`src/rtl/ysyx_23060171_trap_ctrl.sv`:
```
// ---------------------------------------------------------------------------
// ysyx_23060171_trap_ctrl
//
// Trap sequencer for the NPC core. It takes exception and mret requests from
// write-back and drives the machine CSR file's single write port. For a trap
// it saves mepc, then mcause, then the mstatus update. For an mret it
// restores mstatus. It then offers a PC redirect to the IFU (mtvec for a
// trap, mepc for an mret) through a valid/ready handshake. Flush stays high
// for the whole sequence.
//
// Ports:
//   clk, rst        clock; synchronous active-high reset
//   exc_valid       exception request; exc_cause / exc_pc carry its payload
//   mret_valid      mret retire request
//   req_ready       request accepted this cycle (shared by exc and mret)
//   csr_wen/waddr/wdata   CSR write port, one write per cycle at most
//   csr_raddr/rdata       combinational CSR read port (mstatus only)
//   mtvec, mepc     current CSR values supplied by the CSR file
//   redirect_valid/pc/ready   PC redirect handshake towards the IFU
//   flush           kill younger in-flight instructions
//   busy            sequencer is not idle
// ---------------------------------------------------------------------------
module ysyx_23060171_trap_ctrl #(
  parameter int DATA_WIDTH = 32,
  parameter int ADDR_WIDTH = 12
) (
  input  logic                  clk,
  input  logic                  rst,
  input  logic                  exc_valid,
  input  logic [7:0]            exc_cause,
  input  logic [DATA_WIDTH-1:0] exc_pc,
  input  logic                  mret_valid,
  output logic                  req_ready,
  output logic                  csr_wen,
  output logic [ADDR_WIDTH-1:0] csr_waddr,
  output logic [DATA_WIDTH-1:0] csr_wdata,
  output logic [ADDR_WIDTH-1:0] csr_raddr,
  input  logic [DATA_WIDTH-1:0] csr_rdata,
  input  logic [DATA_WIDTH-1:0] mtvec,
  input  logic [DATA_WIDTH-1:0] mepc,
  output logic                  redirect_valid,
  output logic [DATA_WIDTH-1:0] redirect_pc,
  input  logic                  redirect_ready,
  output logic                  flush,
  output logic                  busy
);

  localparam logic [ADDR_WIDTH-1:0] ADDR_MSTATUS = ADDR_WIDTH'(12'h300);
  localparam logic [ADDR_WIDTH-1:0] ADDR_MEPC    = ADDR_WIDTH'(12'h341);
  localparam logic [ADDR_WIDTH-1:0] ADDR_MCAUSE  = ADDR_WIDTH'(12'h342);

  typedef enum logic [2:0] {
    IDLE,
    W_EPC,
    W_CAUSE,
    W_STATUS,
    M_STATUS,
    REDIRECT
  } state_t;

  state_t                state;
  logic [DATA_WIDTH-1:0] pc_q;
  logic [7:0]            cause_q;
  logic [DATA_WIDTH-1:0] target_q;
  logic [DATA_WIDTH-1:0] status_new;

  // Vectored mtvec mode is not supported, so the mode bits are never used.
  logic unused_mtvec_mode;
  assign unused_mtvec_mode = ^mtvec[1:0];

  // Sequencer state plus the request payload and redirect target latches.
  // An exception has priority over a simultaneous mret; the mret is dropped.
  always_ff @(posedge clk) begin
    if (rst) begin
      state    <= IDLE;
      pc_q     <= '0;
      cause_q  <= '0;
      target_q <= '0;
    end else begin
      case (state)
        IDLE: begin
          if (exc_valid) begin
            pc_q    <= exc_pc;
            cause_q <= exc_cause;
            state   <= W_EPC;
          end else if (mret_valid) begin
            state <= M_STATUS;
          end
        end
        W_EPC:    state <= W_CAUSE;
        W_CAUSE:  state <= W_STATUS;
        W_STATUS: begin
          target_q <= {mtvec[DATA_WIDTH-1:2], 2'b00};
          state    <= REDIRECT;
        end
        // mepc already reflects every write committed before this cycle.
        M_STATUS: begin
          target_q <= mepc;
          state    <= REDIRECT;
        end
        REDIRECT: begin
          if (redirect_ready) begin
            state <= IDLE;
          end
        end
        default:  state <= IDLE;
      endcase
    end
  end

  // CSR port decode. The mstatus update is a read-modify-write in a single
  // cycle, because the read port is combinational.
  always_comb begin
    csr_wen    = 1'b0;
    csr_waddr  = '0;
    csr_wdata  = '0;
    csr_raddr  = '0;
    status_new = csr_rdata;
    case (state)
      W_EPC: begin
        csr_wen   = 1'b1;
        csr_waddr = ADDR_MEPC;
        csr_wdata = {pc_q[DATA_WIDTH-1:2], 2'b00};
      end
      W_CAUSE: begin
        csr_wen   = 1'b1;
        csr_waddr = ADDR_MCAUSE;
        csr_wdata = {{(DATA_WIDTH-8){1'b0}}, cause_q};
      end
      W_STATUS: begin
        status_new[7]     = csr_rdata[3];
        status_new[3]     = 1'b0;
        status_new[12:11] = 2'b11;
        csr_raddr         = ADDR_MSTATUS;
        csr_wen           = 1'b1;
        csr_waddr         = ADDR_MSTATUS;
        csr_wdata         = status_new;
      end
      M_STATUS: begin
        status_new[3]     = csr_rdata[7];
        status_new[7]     = 1'b1;
        status_new[12:11] = 2'b11;
        csr_raddr         = ADDR_MSTATUS;
        csr_wen           = 1'b1;
        csr_waddr         = ADDR_MSTATUS;
        csr_wdata         = status_new;
      end
      default: ;
    endcase
  end

  assign busy           = (state != IDLE);
  assign req_ready      = (state == IDLE);
  assign redirect_valid = (state == REDIRECT);
  assign redirect_pc    = target_q;
  // Flush starts in the accepting cycle itself and then covers every busy cycle.
  assign flush          = busy | (req_ready & (exc_valid | mret_valid));

endmodule

```
`config.mk`:
```
export PLATFORM = sky130hd
export DESIGN_NAME = ysyx_23060171_trap_ctrl
export DESIGN_NICKNAME = d
export VERILOG_FILES = /design/src/rtl/ysyx_23060171_trap_ctrl.sv
export SDC_FILE = /design/constraint.sdc
export NUM_CORES = 1
export LEC_CHECK = 0
export CAP_MARGIN = 20
export CORE_MARGIN = 2
export CORE_UTILIZATION = 33
export DETAILED_ROUTE_END_ITERATION = 8
export GPL_TIMING_DRIVEN = 0
export PLACE_DENSITY = 0.76
export SYNTH_ARGS = -nofsm -noshare
export SYNTH_HDL_FRONTEND = slang
export SYNTH_SLANG_ARGS = --single-unit
```
`constraint.sdc`:
```
create_clock -name clk -period 1.64 [get_ports clk]
set_input_delay 0.164 -clock clk [delete_from_list [all_inputs] [get_ports clk]]
set_output_delay 0.164 -clock clk [all_outputs]
set_load 0.02 [all_outputs]
```
=== Word-level counts from Yosys, hierarchy flattened ===
Index checks and enable logic that the tools add are counted.

* Bits of input ports: 141
* Word-level logic and storage cells: 30
* Bits in registers: 75
* Output and inout port bits: 93

* Bitwise gates (word level): 3
* Multiplexer cells: 9
* Reductions and logical operators: 7
* Equal/unequal tests: 7

{| class="wikitable"
|+ Operator list
! operator !! count
|-
| case mux 32 bit (4 select lines) || 1
|-
| case mux 32 bit (2 select lines) || 1
|-
| case mux 10 bit (3 select lines) || 1
|-
| case mux 3 bit (5 select lines) || 1
|-
| 2-to-1 mux 10 bit || 1
|-
| 2-to-1 mux 3 bit || 3
|-
| equality test 3 x 2 -> 1 bit, second input constant || 2
|-
| equality test 3 bit, second input constant || 2
|-
| AND reduction 2 bit || 2
|-
| OR reduction 4 bit || 1
|-
| equality test 3 x 1 -> 1 bit, second input constant || 1
|-
| zero test 3 bit || 1
|-
| != test 3 bit, second input constant || 1
|-
| nonzero test 3 bit || 1
|-
| != test 2 x 1 -> 1 bit, second input constant || 1
|-
| OR 1 bit || 2
|-
| nonzero test 2 bit || 1
|-
| OR reduction 2 bit || 1
|-
| bitwise AND 1 bit || 1
|-
| 2-to-1 mux 1 bit || 1
|}

=== Longest topological paths before layout ===
Gate-level depths: netlist of run 1.

* Depth in word-level cells: 3
* Gate-level depth with buffers: 7
* Mapped depth without buffers: 3

=== Worst setup path after synthesis of run 1 ===
Ideal clock, no wire load.

* Kind: register to output
* Start point: reg state[0]
* End point: out csr_waddr[9]
* Cell stages (with the launch flop): 8
* Buffers on the path: 4
* Data required time: 1.476 ns
* Path slack: -0.246 ns
* Data arrival time: 1.722 ns
* Path through: dfxtp_1 buf_6 or3b_1 buf_2 o21ai_4 buf_2 nand2b_1 buf_4

* Longest elaborated chain between the ends: 3
* Elaborated cells on any way between the ends: 6
* Classes of those cells: eq/ne: 4; mux: 1; reduce/logical: 1

{| class="wikitable"
|+ RTL lines
! what !! line !! source
|-
| start: declaration || 61 || <nowiki>state_t state;</nowiki>
|-
| start signal: assignment || 75 || <nowiki>state <= IDLE;</nowiki>
|-
| start signal: assignment || 85 || <nowiki>state <= W_EPC;</nowiki>
|-
| start signal: assignment || 87 || <nowiki>state <= M_STATUS;</nowiki>
|-
| equality test 3 bit / equality test 3 x 2 -> 1 bit (equally long branches) || 119 || <nowiki>case (state)</nowiki>
|-
| OR reduction 2 bit (no source line) || -- ||
|-
| case mux 10 bit (3 select lines) (*) || 119 ||
|-
| end: declaration || 35 || <nowiki>output logic [ADDR_WIDTH-1:0] csr_waddr,</nowiki>
|}

Mark *: on every way between the ends. The rest lies on a longest branch, timed or not.

=== Final worst setup path of run 1 ===
Ends and elaborated chain as after synthesis.

==> flow_summary.yaml, run 1 <==
status:
  violations: "negative setup slack"
  status: "finished with violations"
grt:
  met3_usage_pct: 5.35
  grtUsageMet2_pct: 42.1
  grt_util_all_layers_pct: 22.6
  antenna_found_initial: 0
  top_usage_layer: "met2"
  grt_max_degree: 12
  grt_overflow: 0
  grt_pass1_vias: 4048
  grt_pass1_wl_mm: 20.3
  use_met1_pct: 25.4
placement:
  post-place-ws_ns: -0.951
  gp_congestion: 0.784
  port-buffer-count: 209
  place_hpwl_mm: 9.36
worst_hold_path:
  hold_class: "in -> reg"
timing:
  setup_viol: 78
  hold_viol_final: 0
  rsz0062_at_grt: "true"
  fin_crit_ns: 1.96
  timing.final.ws_setup_ns: -0.321
  final.period_utilization_pct: 120
  max-slew-margin-rel_pct: 56.0
  fin_setup_tns_ns: -16.13
  worstMarginPinSlew_ns: 0.659
  slew_violations: 0
  holdWs_ns: 0.372
  max_clock_freq_ghz: 0.510
  finalClockSkew_ns: 0.00950
finish:
  final_common_cell: "clkdlybuf4s50_1"
  fill_cells: 830
  final_core_util_pct: 67.4
  drive_above_1_share_pct: 35.5
  area_growth_pct: 98.9
  nets: 832
  n_antenna_cell: 0
  mostFrequentLayoutCells: "clkdlybuf4s50_1, dfxtp_1, a21oi_1, nand2_1, buf_6"
cts:
  clkLatencyLatePin_ns: 0.33
  clockRootBuffer: "clkbuf_8"
  h-tree-depth: 3
  cts.sinks: 73
  cts_buffers: 9
  clockBufferDepth: 2
  cts_tree: "done"
  cts.clk_slew.worst_paths_ns: 0.08
  cts_hold_buf: 0
synth:
  synth_area_per_cell_sq_um: 8.30
  synth_compound_area_share_pct: 29.7
  synth-xor-area-share_pct: 0
  synth_adder_area_share_pct: 0
  synthSimpleGateAreaFrac_pct: 13.6
  synth.area.mux_share_pct: 1.61
  syn_inst: 421
  yosys_warnings: 0
  ys_seq_area_share_pct: 41.8
  synth_top_family_by_area: "compound AO/OA/AOI/OAI gates"
  synth_seq_cells: 73
  ys_types: 31
  synth_edf_count: 0
  syn_area_sq_um: 3500
  synthFlopType: "dfxtp_1"
  async_reset_ff_share_pct: 0
drt:
  detail_route.vias_per_cell: 4.92
  dr.pass1.iters: 4
  wirelength_mm: 14.0
  route.detailed.drc: 0
  ant_nets: 0
  vias: 4096
  wl_per_cell_um: 16.9
  drtIter0Drc: 214
floorplan:
  rows: 37
  die_y_um: 107
  die_w_um: 107
  fp.coreArea_sq_um: 10300
  ios: 234
  die_area_sq_um: 11400
  initial_core_util_pct: 33.9
critical_path:
  critical_path_arrival_ns: 1.80
  endpoint_kind: "primary output"
  cp_data_required_time_ns: 1.48
  crit_path_max_fanout: 6
  worst-setup-path-type: "reg -> out"
  critPathLaunchType: "flop"
  reg2reg_setup_slack_ns: -0.21
power:
  irDropWorstVdd_mv: 0.540
  p_leak_nw: 2.97
  power_density_nw_per_um2: 950
job:
  cap_violations: 0
worst max-delay path: stages, from the launching register on:
cell and delay (ns):
dfxtp_4 0.36, or3b_4 0.41, o21ai_4 0.09, buf_12 0.15, buf_8 0.12, nand2b_4 0.13
buf_6 0.09, buf_6 0.10
per-layer routing:
metal / wire length, um / part of all wire, % / vias up
li1: - / - / 1967
met1: 5630 / 40 / 1932
met2: 7220 / 51 / 177
met3: 963 / 6.9 / 20
met4: 221 / 1.6 / 0
met5: 0 / 0 / -
power by group:
| part | leakage [nW] | internal [W] | switching (W) |
|---|---|---|---|
| Clock | 0.0974 | 0.000744 | 0.000673 |
| Combinational | 2.28 | 0.00165 | 0.00140 |
| Sequential | 0.599 | 0.00199 | 0.000155 |
| Total | 2.97 | 0.00438 | 0.00222 |
area by class of cell:
type | count | area (sq um) | area share, %
clock inverter | 3 | 40.0 | 0.576
buffer | 54 | 479 | 6.89
timing repair buffer | 247 | 2540 | 36.5
tap | 136 | 170 | 2.45
sequential | 73 | 1470 | 21.1
multi-input combinational | 274 | 1990 | 28.6
clock buffer | 13 | 149 | 2.14
inverter | 32 | 120 | 1.73
synth_stat cells (2+ instances only):
cell type	n	area (sq um)
buf_2	14	70.1
o221a_1	4	45.0
clkbuf_1	19	71.3
dfxtp_1	73	1460
nor2b_1	3	18.8
mux2_2	5	56.3
nand2_1	83	312
nor2_1	6	22.5
nand2b_1	2	12.5
buf_4	22	165
o21bai_1	2	15.0
buf_6	3	33.8
o21ai_0	6	30.0
a22o_1	24	210
a21oi_1	74	370
o221a_2	26	293
inv_1	32	120
a21o_1	2	15.0
or3_1	2	12.5
nor3b_1	2	15.0
nor4_1	2	12.5
a22oi_1	6	45.0
per-stage QoR:
step | cells | total power [W] | cell area, sq um
after floorplan | 437 | 0.00335 | 3580
after global placement | 782 | 0.00441 | 5840
after detailed placement | 782 | 0.00445 | 5840
after CTS | 821 | 0.00624 | 6480
after global routing | 832 | 0.00689 | 6950
final | 832 | 0.00661 | 6950
cells by family (layout without fill, tap and decap cells):
group                  after synthesis  count (layout)
and+or+nand+nor                    107             107
AOI/OAI and AO/OA                  145             145
other                                1              17
muxes                                5               5
buffers and inverters               90             349
DFF                                 73              73
timing repair:
item | in CTS | in global routing
gates resized for setup | 327 | 118
endpoints found under the hold margin | 0 | 0
setup buffers | 20 | 10
endpoints found under the setup margin | 73 | 106
pin swaps | 25 | 49
gates cloned | 5 | 3
sequential cells by signal, indices dropped and copies added, names as in the netlist:
| signal | cells |
|---|---|
| redirect_pc | 32 |
| pc_q | 30 |
| state | 3 |
| cause_q | 8 |
path summary, 6_finish.rpt:
check             start           end  depth (start not counted)
min reg2reg  cause_q[0]    cause_q[0]                          2
min          exc_pc[30]      pc_q[30]                          3
max            state[0]  csr_waddr[9]                          7
max reg2reg    state[0]      pc_q[27]                          8
Power figures use the tool's default switching activity.
==> run 2: changes to the inputs <==
--- a/config.mk
+++ b/config.mk
@@ -7,10 +7,11 @@
 export LEC_CHECK = 0
 export CAP_MARGIN = 20
 export CORE_MARGIN = 2
-export CORE_UTILIZATION = 33
+export CORE_UTILIZATION = 38
 export DETAILED_ROUTE_END_ITERATION = 8
+export DONT_BUFFER_PORTS = 1
 export GPL_TIMING_DRIVEN = 0
-export PLACE_DENSITY = 0.76
+export PLACE_DENSITY = 0.52
 export SYNTH_ARGS = -nofsm -noshare
 export SYNTH_HDL_FRONTEND = slang
 export SYNTH_SLANG_ARGS = --single-unit
==> constraint.sdc (replaced) <==
create_clock -name clk -period 1.6 [get_ports clk]
set_input_delay 0.16 -clock clk [delete_from_list [all_inputs] [get_ports clk]]
set_output_delay 0.16 -clock clk [all_outputs]
set_load 0.02 [all_outputs]
==> run 2 against run 1 <==
Against the previous run: the flow still finishes with violations (negative setup slack); critical path type unchanged; core utilization is 3.4 points lower; sequential share of layout area is 4.9 points higher; die area is 13% lower; largest power group is now sequential cells; highest routed layer unchanged; register-to-register slack better by 0.23 ns; critical path depth is 3 lower.
==> flow_summary.yaml, run 2 (synthesized netlist as in run 1, its figures left out) <==
floorplan:
  die_area_sq_um: 9980
  die_y_um: 99.9
  fp.coreArea_sq_um: 8810
  die_w_um: 99.9
  ios: 234
  initial_core_util_pct: 39.7
  rows: 34
timing:
  max-slew-margin-rel_pct: 65.9
  slew_violations: 0
  timing.final.ws_setup_ns: -0.314
  final.period_utilization_pct: 120
  hold_viol_final: 0
  fin_crit_ns: 1.91
  rsz0062_at_grt: "true"
  holdWs_ns: 0.0367
  setup_viol: 40
  finalClockSkew_ns: 0.00929
  worstMarginPinSlew_ns: 0.512
  max_clock_freq_ghz: 0.522
critical_path:
  reg2reg_to: "redirect_pc[30]"
  reg2reg_setup_slack_ns: 0.02
  critical_path_arrival_ns: 1.75
  crit_path_top_delay_cell: "or3_4"
  r2r_start: "state[0]"
  worst-setup-path-type: "reg -> out"
  cp_data_required_time_ns: 1.44
  crit_path_max_incr_delay_ns: 0.42
  endpoint_kind: "primary output"
  path_cells: "buf_6, buf_6, or3_4, or3_4"
  crit_path_max_fanout: 3
  critPathLaunchType: "flop"
  r2r_cells: 7
cts:
  cts_tree: "done"
  clockRootBuffer: "clkbuf_8"
  cts.clk_slew.worst_paths_ns: 0.08
  cts_buffers: 9
  h-tree-depth: 3
  clkLatencyLatePin_ns: 0.35
  clockBufferDepth: 2
  cts.sinks: 73
power:
  p_leak_nw: 2.44
  power_w: 0.00626
  power_density_nw_per_um2: 1110
  irDropWorstVdd_mv: 0.655
grt:
  grt_util_all_layers_pct: 23.0
  met3_usage_pct: 6.13
  antenna_found_initial: 1
  grtUsageMet2_pct: 40.8
  grt_pass1_vias: 3497
  grt_max_degree: 13
  grt_pass1_wl_mm: 18.0
  use_met1_pct: 26.7
  top_usage_layer: "met2"
  grt_overflow: 0
placement:
  post-place-ws_ns: -0.369
  gp_congestion: 0.811
  port-buffer-count: 0
  place_hpwl_mm: 7.71
  place_inst: 545
finish:
  fill_cells: 777
  nets: 689
  final_common_cell: "nand2_1"
  stdcell_count: 662
  final_core_util_pct: 64.0
  largest_register_ffs: 32
  area_growth_pct: 61.2
  mostFrequentLayoutCells: "nand2_1, a21oi_1, dlygate4sd3_1, dfxtp_1, buf_4"
  drive_above_1_share_pct: 32.9
status:
  status: "finished with violations"
  violations: "negative setup slack"
drt:
  wl_per_cell_um: 18.5
  ant_nets: 0
  detail_route.vias_per_cell: 5.31
  route.detailed.drc: 0
  dr.pass1.iters: 5
  vias: 3516
  drtIter0Drc: 113
  wirelength_mm: 12.2
job:
  cap_violations: 0
worst_hold_path:
  whs_path_depth: 3
  hp-start: "mtvec[11]"
  min_to: "redirect_pc[11]"
  hold_class: "in -> reg"
## run 2: worst max-delay path by stage
stage,startpoint,to,cells past startpoint
3_5_place_dp,state[2],csr_wdata[8],4
3_3_place_gp,state[2],csr_wdata[8],4
6_report,state[1],flush,4
2_1_floorplan,state[0],csr_wdata[0],7
4_1_cts,state[1],csr_waddr[9],6
5_1_grt,state[0],csr_waddr[9],5
## run 2: layer usage
layer  up-vias  wire length, um
li1       1690                -
met1      1649             4920
met2       156             6140
met3        21              929
met4         0              251
met5         -                0
## run 2: area by class of cell
| cell class | count | area, sq um | share of cell area [%] |
|---|---|---|---|
| inverters | 32 | 123 | 2.18 |
| flip-flops and latches | 73 | 1470 | 26.1 |
| repair buffers | 103 | 1110 | 19.7 |
| plain buffers | 55 | 483 | 8.57 |
| multi-input cells | 274 | 2080 | 36.9 |
| well taps | 108 | 135 | 2.40 |
| diodes | 1 | 2.50 | 0.0444 |
| clock buffers | 11 | 151 | 2.69 |
| clock inverters | 5 | 77.6 | 1.38 |
## run 2: where the power goes
part | switching, W | internal (W)
clock | 0.000713 | 0.000958
combinational | 0.00111 | 0.00112
sequential | 0.000316 | 0.00204
## run 2: timing repair
item / 4_1_cts / 5_1_grt
buffers inserted: 22 / 4
gates resized for setup: 115 / 58
endpoints found under the hold margin: 71 / 0
hold buffers: 72 / 0
pin swaps: 12 / 22
setup endpoints to repair: 92 / 107
cloned: 4 / 3
## run 2: stage by stage
| step | area [sq um] | TNS (ns) |
|---|---|---|
| finish | 5640 | -8.89 |
| global placement | 3710 | -9.29 |
| detailed placement | 3710 | -10.52 |
| global route | 5640 | -11.38 |
| CTS | 5370 | -12.41 |
| floorplan | 3580 | -0.835 |
## run 2: worst max-delay path: cells and delay by family, from the launching register on
kind | cells | cell delay, ns
buffers and inverters | 2 | 0.23
and+or+nand+nor | 2 | 0.81
DFF | 1 | 0.36
